### src/rtl/vend_sequencer.sv
// Vending transaction controller: accumulates coin credit, checks selections
// against a fixed price table, runs the dispense handshake and returns change.
module vend_sequencer #(
    parameter int CREDIT_W   = 8,
    parameter int MAX_CREDIT = 200,
    parameter int PRICE0     = 3,
    parameter int PRICE1     = 4,
    parameter int PRICE2     = 5,
    parameter int PRICE3     = 7,
    parameter int TIMEOUT    = 1000
) (
    input  logic                clk,
    input  logic                rst,
    input  logic                coin_valid,
    input  logic [1:0]          coin,
    input  logic                sel_valid,
    input  logic [1:0]          sel,
    input  logic                cancel,
    output logic                disp_req,
    output logic [1:0]          disp_id,
    input  logic                disp_ack,
    output logic                chg_req,
    input  logic                chg_ack,
    output logic [CREDIT_W-1:0] credit,
    output logic                coin_reject,
    output logic                sel_short,
    output logic                vend_done,
    output logic                busy
);
    typedef enum logic [1:0] {S_IDLE, S_CREDIT, S_VEND, S_CHANGE} state_t;
    typedef logic [CREDIT_W:0] wide_t;

    localparam int TMR_W = $clog2(TIMEOUT);
    localparam logic [TMR_W-1:0] TMR_LAST = TMR_W'(TIMEOUT - 1);
    localparam int PRICES [4] = '{PRICE0, PRICE1, PRICE2, PRICE3};

    state_t              state_q;
    logic [CREDIT_W-1:0] credit_q;
    logic [TMR_W-1:0]    idle_cnt_q;
    logic                disp_req_q;
    logic [1:0]          disp_id_q;
    logic                chg_req_q;
    logic                coin_reject_q;
    logic                sel_short_q;
    logic                vend_done_q;
    logic                busy_q;

    wide_t price_tbl [4];
    wide_t coin_val_d;
    wide_t coin_sum_d;
    wide_t sel_price_d;
    logic  coin_evt_d;
    logic  cancel_hit_d;
    logic  coin_take_d;
    logic  sel_fit_d;

    for (genvar gi = 0; gi < 4; gi++) begin : g_price
        assign price_tbl[gi] = wide_t'(PRICES[gi]);
    end

    // All credit arithmetic is one bit wider than the register so that the
    // ceiling and price comparisons can never be fooled by wrap-around.
    always_comb begin
        coin_val_d = '0;
        case (coin)
            2'd1:    coin_val_d = wide_t'(1);
            2'd2:    coin_val_d = wide_t'(2);
            2'd3:    coin_val_d = wide_t'(5);
            default: coin_val_d = '0;
        endcase
        coin_sum_d   = wide_t'(credit_q) + coin_val_d;
        sel_price_d  = price_tbl[sel];
        sel_fit_d    = wide_t'(credit_q) >= sel_price_d;
        coin_evt_d   = coin_valid && (coin != 2'd0);
        cancel_hit_d = cancel && (state_q == S_CREDIT);
        coin_take_d  = coin_evt_d && !cancel_hit_d &&
                       ((state_q == S_IDLE) || (state_q == S_CREDIT)) &&
                       (coin_sum_d <= wide_t'(MAX_CREDIT));
    end

    always_ff @(posedge clk or posedge rst) begin
        if (rst) begin
            state_q       <= S_IDLE;
            credit_q      <= '0;
            idle_cnt_q    <= '0;
            disp_req_q    <= 1'b0;
            disp_id_q     <= 2'd0;
            chg_req_q     <= 1'b0;
            coin_reject_q <= 1'b0;
            sel_short_q   <= 1'b0;
            vend_done_q   <= 1'b0;
            busy_q        <= 1'b0;
        end else begin
            coin_reject_q <= coin_evt_d && !coin_take_d;
            sel_short_q   <= 1'b0;
            vend_done_q   <= 1'b0;
            case (state_q)
                S_IDLE: begin
                    if (coin_take_d) begin
                        credit_q   <= coin_sum_d[CREDIT_W-1:0];
                        idle_cnt_q <= '0;
                        state_q    <= S_CREDIT;
                    end else if (sel_valid && !coin_evt_d) begin
                        sel_short_q <= 1'b1;
                    end
                end
                S_CREDIT: begin
                    if (cancel) begin
                        chg_req_q <= 1'b1;
                        busy_q    <= 1'b1;
                        state_q   <= S_CHANGE;
                    end else if (coin_take_d) begin
                        credit_q   <= coin_sum_d[CREDIT_W-1:0];
                        idle_cnt_q <= '0;
                    end else if (sel_valid) begin
                        // A selection that lost to a coin still counts as activity.
                        idle_cnt_q <= '0;
                        if (!coin_evt_d) begin
                            if (sel_fit_d) begin
                                credit_q   <= credit_q - sel_price_d[CREDIT_W-1:0];
                                disp_id_q  <= sel;
                                disp_req_q <= 1'b1;
                                busy_q     <= 1'b1;
                                state_q    <= S_VEND;
                            end else begin
                                sel_short_q <= 1'b1;
                            end
                        end
                    end else if (idle_cnt_q == TMR_LAST) begin
                        chg_req_q <= 1'b1;
                        busy_q    <= 1'b1;
                        state_q   <= S_CHANGE;
                    end else begin
                        idle_cnt_q <= idle_cnt_q + TMR_W'(1);
                    end
                end
                S_VEND: begin
                    if (disp_ack) begin
                        disp_req_q  <= 1'b0;
                        vend_done_q <= 1'b1;
                        if (credit_q != '0) begin
                            chg_req_q <= 1'b1;
                            state_q   <= S_CHANGE;
                        end else begin
                            busy_q  <= 1'b0;
                            state_q <= S_IDLE;
                        end
                    end
                end
                S_CHANGE: begin
                    if (chg_ack) begin
                        credit_q <= credit_q - CREDIT_W'(1);
                        if (credit_q == CREDIT_W'(1)) begin
                            chg_req_q <= 1'b0;
                            busy_q    <= 1'b0;
                            state_q   <= S_IDLE;
                        end
                    end
                end
                default: state_q <= S_IDLE;
            endcase
        end
    end

    assign disp_req    = disp_req_q;
    assign disp_id     = disp_id_q;
    assign chg_req     = chg_req_q;
    assign credit      = credit_q;
    assign coin_reject = coin_reject_q;
    assign sel_short   = sel_short_q;
    assign vend_done   = vend_done_q;
    assign busy        = busy_q;

endmodule

### config.mk
export PLATFORM = sky130hd
export DESIGN_NAME = vend_sequencer
export DESIGN_NICKNAME = d
export VERILOG_FILES = /design/src/rtl/vend_sequencer.sv
export SDC_FILE = /design/constraint.sdc
export NUM_CORES = 1
export LEC_CHECK = 0
export BUFFER_PORTS_ARGS = -buffer_cell sky130_fd_sc_hd__buf_2
export CAP_MARGIN = 20
export CELL_PAD_IN_SITES_DETAIL_PLACEMENT = 2
export CELL_PAD_IN_SITES_GLOBAL_PLACEMENT = 2
export CORE_MARGIN = 5
export CORE_UTILIZATION = 25
export DETAILED_ROUTE_END_ITERATION = 10
export PLACE_DENSITY_LB_ADDON = 0.15
export REMOVE_ABC_BUFFERS = 1
export SLEW_MARGIN = 20
export SYNTH_ARGS = -nofsm -noshare
export SYNTH_HDL_FRONTEND = slang
export SYNTH_SLANG_ARGS = --single-unit
### constraint.sdc
create_clock -name clk -period 3.85 [get_ports clk]
set_input_delay 0.385 -clock clk [delete_from_list [all_inputs] [get_ports clk]]
set_output_delay 0.385 -clock clk [all_outputs]
set_load 0.03 [all_outputs]
==> flow_summary_export.csv <==
group,metric,value,unit
power,clkPwrFrac,7.8,%
yosys,syn_area_per_cell,8.16,µm²
timing,final-max-slew-violation-count,0,
floorplan,start_util,25.9,%
floorplan,die_h,108,µm
clock_tree,cts.sinks,28,
drt,drtIter0Drc,122,
grt,track_usage,15.9,%
power,pwr-share-seq,25.2,%
grt,grt_max_degree,29,
floorplan,core-area,9330,µm²
final_layout,layout-drive-gt1-share,17.8,%
clock_tree,root_buffer,"clkbuf_8",
clock_tree,h-tree-depth,1,
power,swShare,54.0,%
power,power.switching,1.19,mW
yosys,synthCells,296,
yosys,synth_edf_count,0,
clock_tree,clk_pin_slew_worst_paths,110,ps
placed_design,preCtsSetupSlack,236,ps
placed_design,place.detailed.hpwl,6860,µm
yosys,synth_area,2420,µm²
clock_tree,cts_tree,"built",
timing,max_slew_margin,53.7,%
timing,setup_slack,300,ps
critical_path,crit_fanout,9,
final_layout,area_growth,14.7,%
grt,first_global_vias,2585,
clock_tree,numCtsBuffers,3,
worst_hold_path,min_path_type,"in -> async",
critical_path,critPathLaunchType,"register",
yosys,seq_area_frac_synth,29.0,%
timing,post-route-period-util,92.2,%
clock_tree,post_cts_resized,0,
floorplan,die_x,108,µm
drt,ant_nets,0,
floorplan,io_pins,27,
flow_run,drv_cap,0,
clock_tree,cts_buffer_depth,2,
final_layout,nets,346,
final_layout,layout_common_cells,"dfrtp_1 (28), buf_2 (26), nand2_1 (24), a21oi_1 (23), nor2_1 (21)",
floorplan,rows,35,
drt,dr.pass1.iters,4,
timing,finClkSkew,8.94,ps
critical_path,cp.required,4070,ps
final_layout,postLayoutCoreUtil,29.7,%
drt,drc,0,
yosys,synthArstFlopShare,100,%
timing,fmax,282,MHz
power,p_int,1.01,mW
power,finalPower,2.20,mW
timing,tightestPinTransition,689,ps
critical_path,cp-startpoint,"credit[0]",
power,combPwrFrac,67.1,%
critical_path,worst_setup_path_end_kind,"register",
timing,finalHoldViolCount,0,
grt,grt_first_pass_wirelength,14500,µm
critical_path,arrival,3770,ps
power,pwr_density_cell,795,nW/µm²
floorplan,die_area,11700,µm²
grt,grt-ovfl-total,0,
drt,wl_per_cell,19.7,µm
timing,timing.final.crit_period,3550,ps
clock_tree,hold_buffers,0,
final_layout,layout_commonest_cell,"dfrtp_1",
run_status,status,"complete, no violations",
yosys,synth-seq-cells,28,
timing,rsz0062_at_grt,"no",
yosys,ys_warn_count,0,
placed_design,gp_congestion,0.787,
placed_design,io_buffers,26,
drt,vias,2408,
clock_tree,post_cts_buffers,0,
final_layout,layoutNonFillerInstCount,449,
drt,drt_wl_total,8840,µm
power,vdd_drop_max,256,µV
yosys,ys_types,66,
timing,fin_setup_tns,0,ps
timing,setup_viol,0,
grt,grt_antenna_before_repair,0,
yosys,synth-main-ff-cell,"dfrtp_1",
clock_tree,clk-insertion-delay-late,280,ps
critical_path,critPathKind,"reg -> reg",
power,p_leak,1.17,nW
placed_design,placed_cells,446,
drt,routed_via_density,5.36,
final_layout,diodes,0,
critical_path,worstReg2RegStart,"credit[0]",
==> worst max-delay path, stage by stage, from the launching register on <==
cell and delay [ps]:
dfrtp_1 450, ha_1 250, fa_1 530, a21oi_2 350, nor2_1 100, a211oi_1 420
a31oi_2 280, buf_4 240, or4_4 450, or3_1 350, o21ai_1 80
==> power groups by stage <==
stage	clock network (mW)	logic, mW	registers (mW)
after floorplan	0	0.800	0.705
after global placement	0	1.47	0.559
after detailed placement	0	1.49	0.563
after CTS	0.191	1.50	0.558
after global routing	0.200	1.64	0.578
final	0.171	1.48	0.554
==> worst paths after layout <==
check | endpoint | slack (ps) | cells after the start
hold reg to reg | disp_req | 490 | 1
hold / removal | credit[4] | 170 | 3
setup reg to reg | idle_cnt_q[8] | 300 | 10
setup / recovery | idle_cnt_q[8] | 300 | 10
min in group clk | disp_id[1] | 350 | 2
max in group asynchronous | idle_cnt_q[1] | 3350 | 3
==> logic make-up after synthesis <==
kind of cell             after synthesis  synth area share, %
AO/OA/AOI/OAI                         93                 26.4
buffers and inverters                 32                 5.64
XOR/XNOR                              14                 5.08
AND/OR/NAND/NOR                      114                 25.6
multiplexers                           2                0.932
flip-flops                            28                 29.0
adder cells (fa/ha/maj)               13                 7.35
==> per-stage QoR <==
stage | instance area (µm²) | hold slack (ps)
after floorplan | 2320 | 448
after global placement | 2730 | 473
after detailed placement | 2730 | 470
after CTS | 2770 | 183
after global routing | 2770 | 204
final | 2770 | 167
==> flip-flops by register name, indices dropped and copies added (netlist names) <==
name         cells
busy             1
chg_req          1
coin_reject      1
credit           8
disp_id          2
disp_req         1
idle_cnt_q      10
sel_short        1
state_q          2
vend_done        1
==> layout make-up <==
cell class                 instances  area (µm²)
fill                            1107        6560
multi-input combinational        236        1580
tap                              129         161
sequential                        28         701
clock buffer                       3        41.3
inverter                          12        45.0
timing repair buffer              41         243
==> synthesized netlist by cell type, types with 4 or more instances <==
| library cell | number | area (µm²) |
|---|---|---|
| dfrtp_1 | 28 | 701 |
| nand2_1 | 24 | 90.1 |
| a21oi_1 | 23 | 115 |
| nor2_1 | 21 | 78.8 |
| nand3_1 | 19 | 95.1 |
| o21ai_0 | 17 | 85.1 |
| inv_1 | 12 | 45.0 |
| ha_1 | 11 | 138 |
| clkbuf_1 | 10 | 37.5 |
| buf_2 | 7 | 35.0 |
| nor3_1 | 7 | 35.0 |
| xnor2_1 | 7 | 61.3 |
| xor2_1 | 7 | 61.3 |
| nor4_1 | 6 | 37.5 |
| or3_1 | 6 | 37.5 |
| a21o_1 | 5 | 37.5 |
| and3_1 | 5 | 31.3 |
| nand2b_1 | 5 | 31.3 |
| a31oi_1 | 4 | 25.0 |
| nand4_1 | 4 | 25.0 |
| nor2b_1 | 4 | 25.0 |
| o22ai_1 | 4 | 25.0 |
==> layer usage <==
layer	part of all wire, %	global-route usage (%)	vias up
met5	0	0	-
met2	45	25.6	34
li1	-	-	1153
met1	50	22.5	1212
met3	2.8	2.57	9
met4	1.7	3.52	0
(Power assumes the default switching activity.)
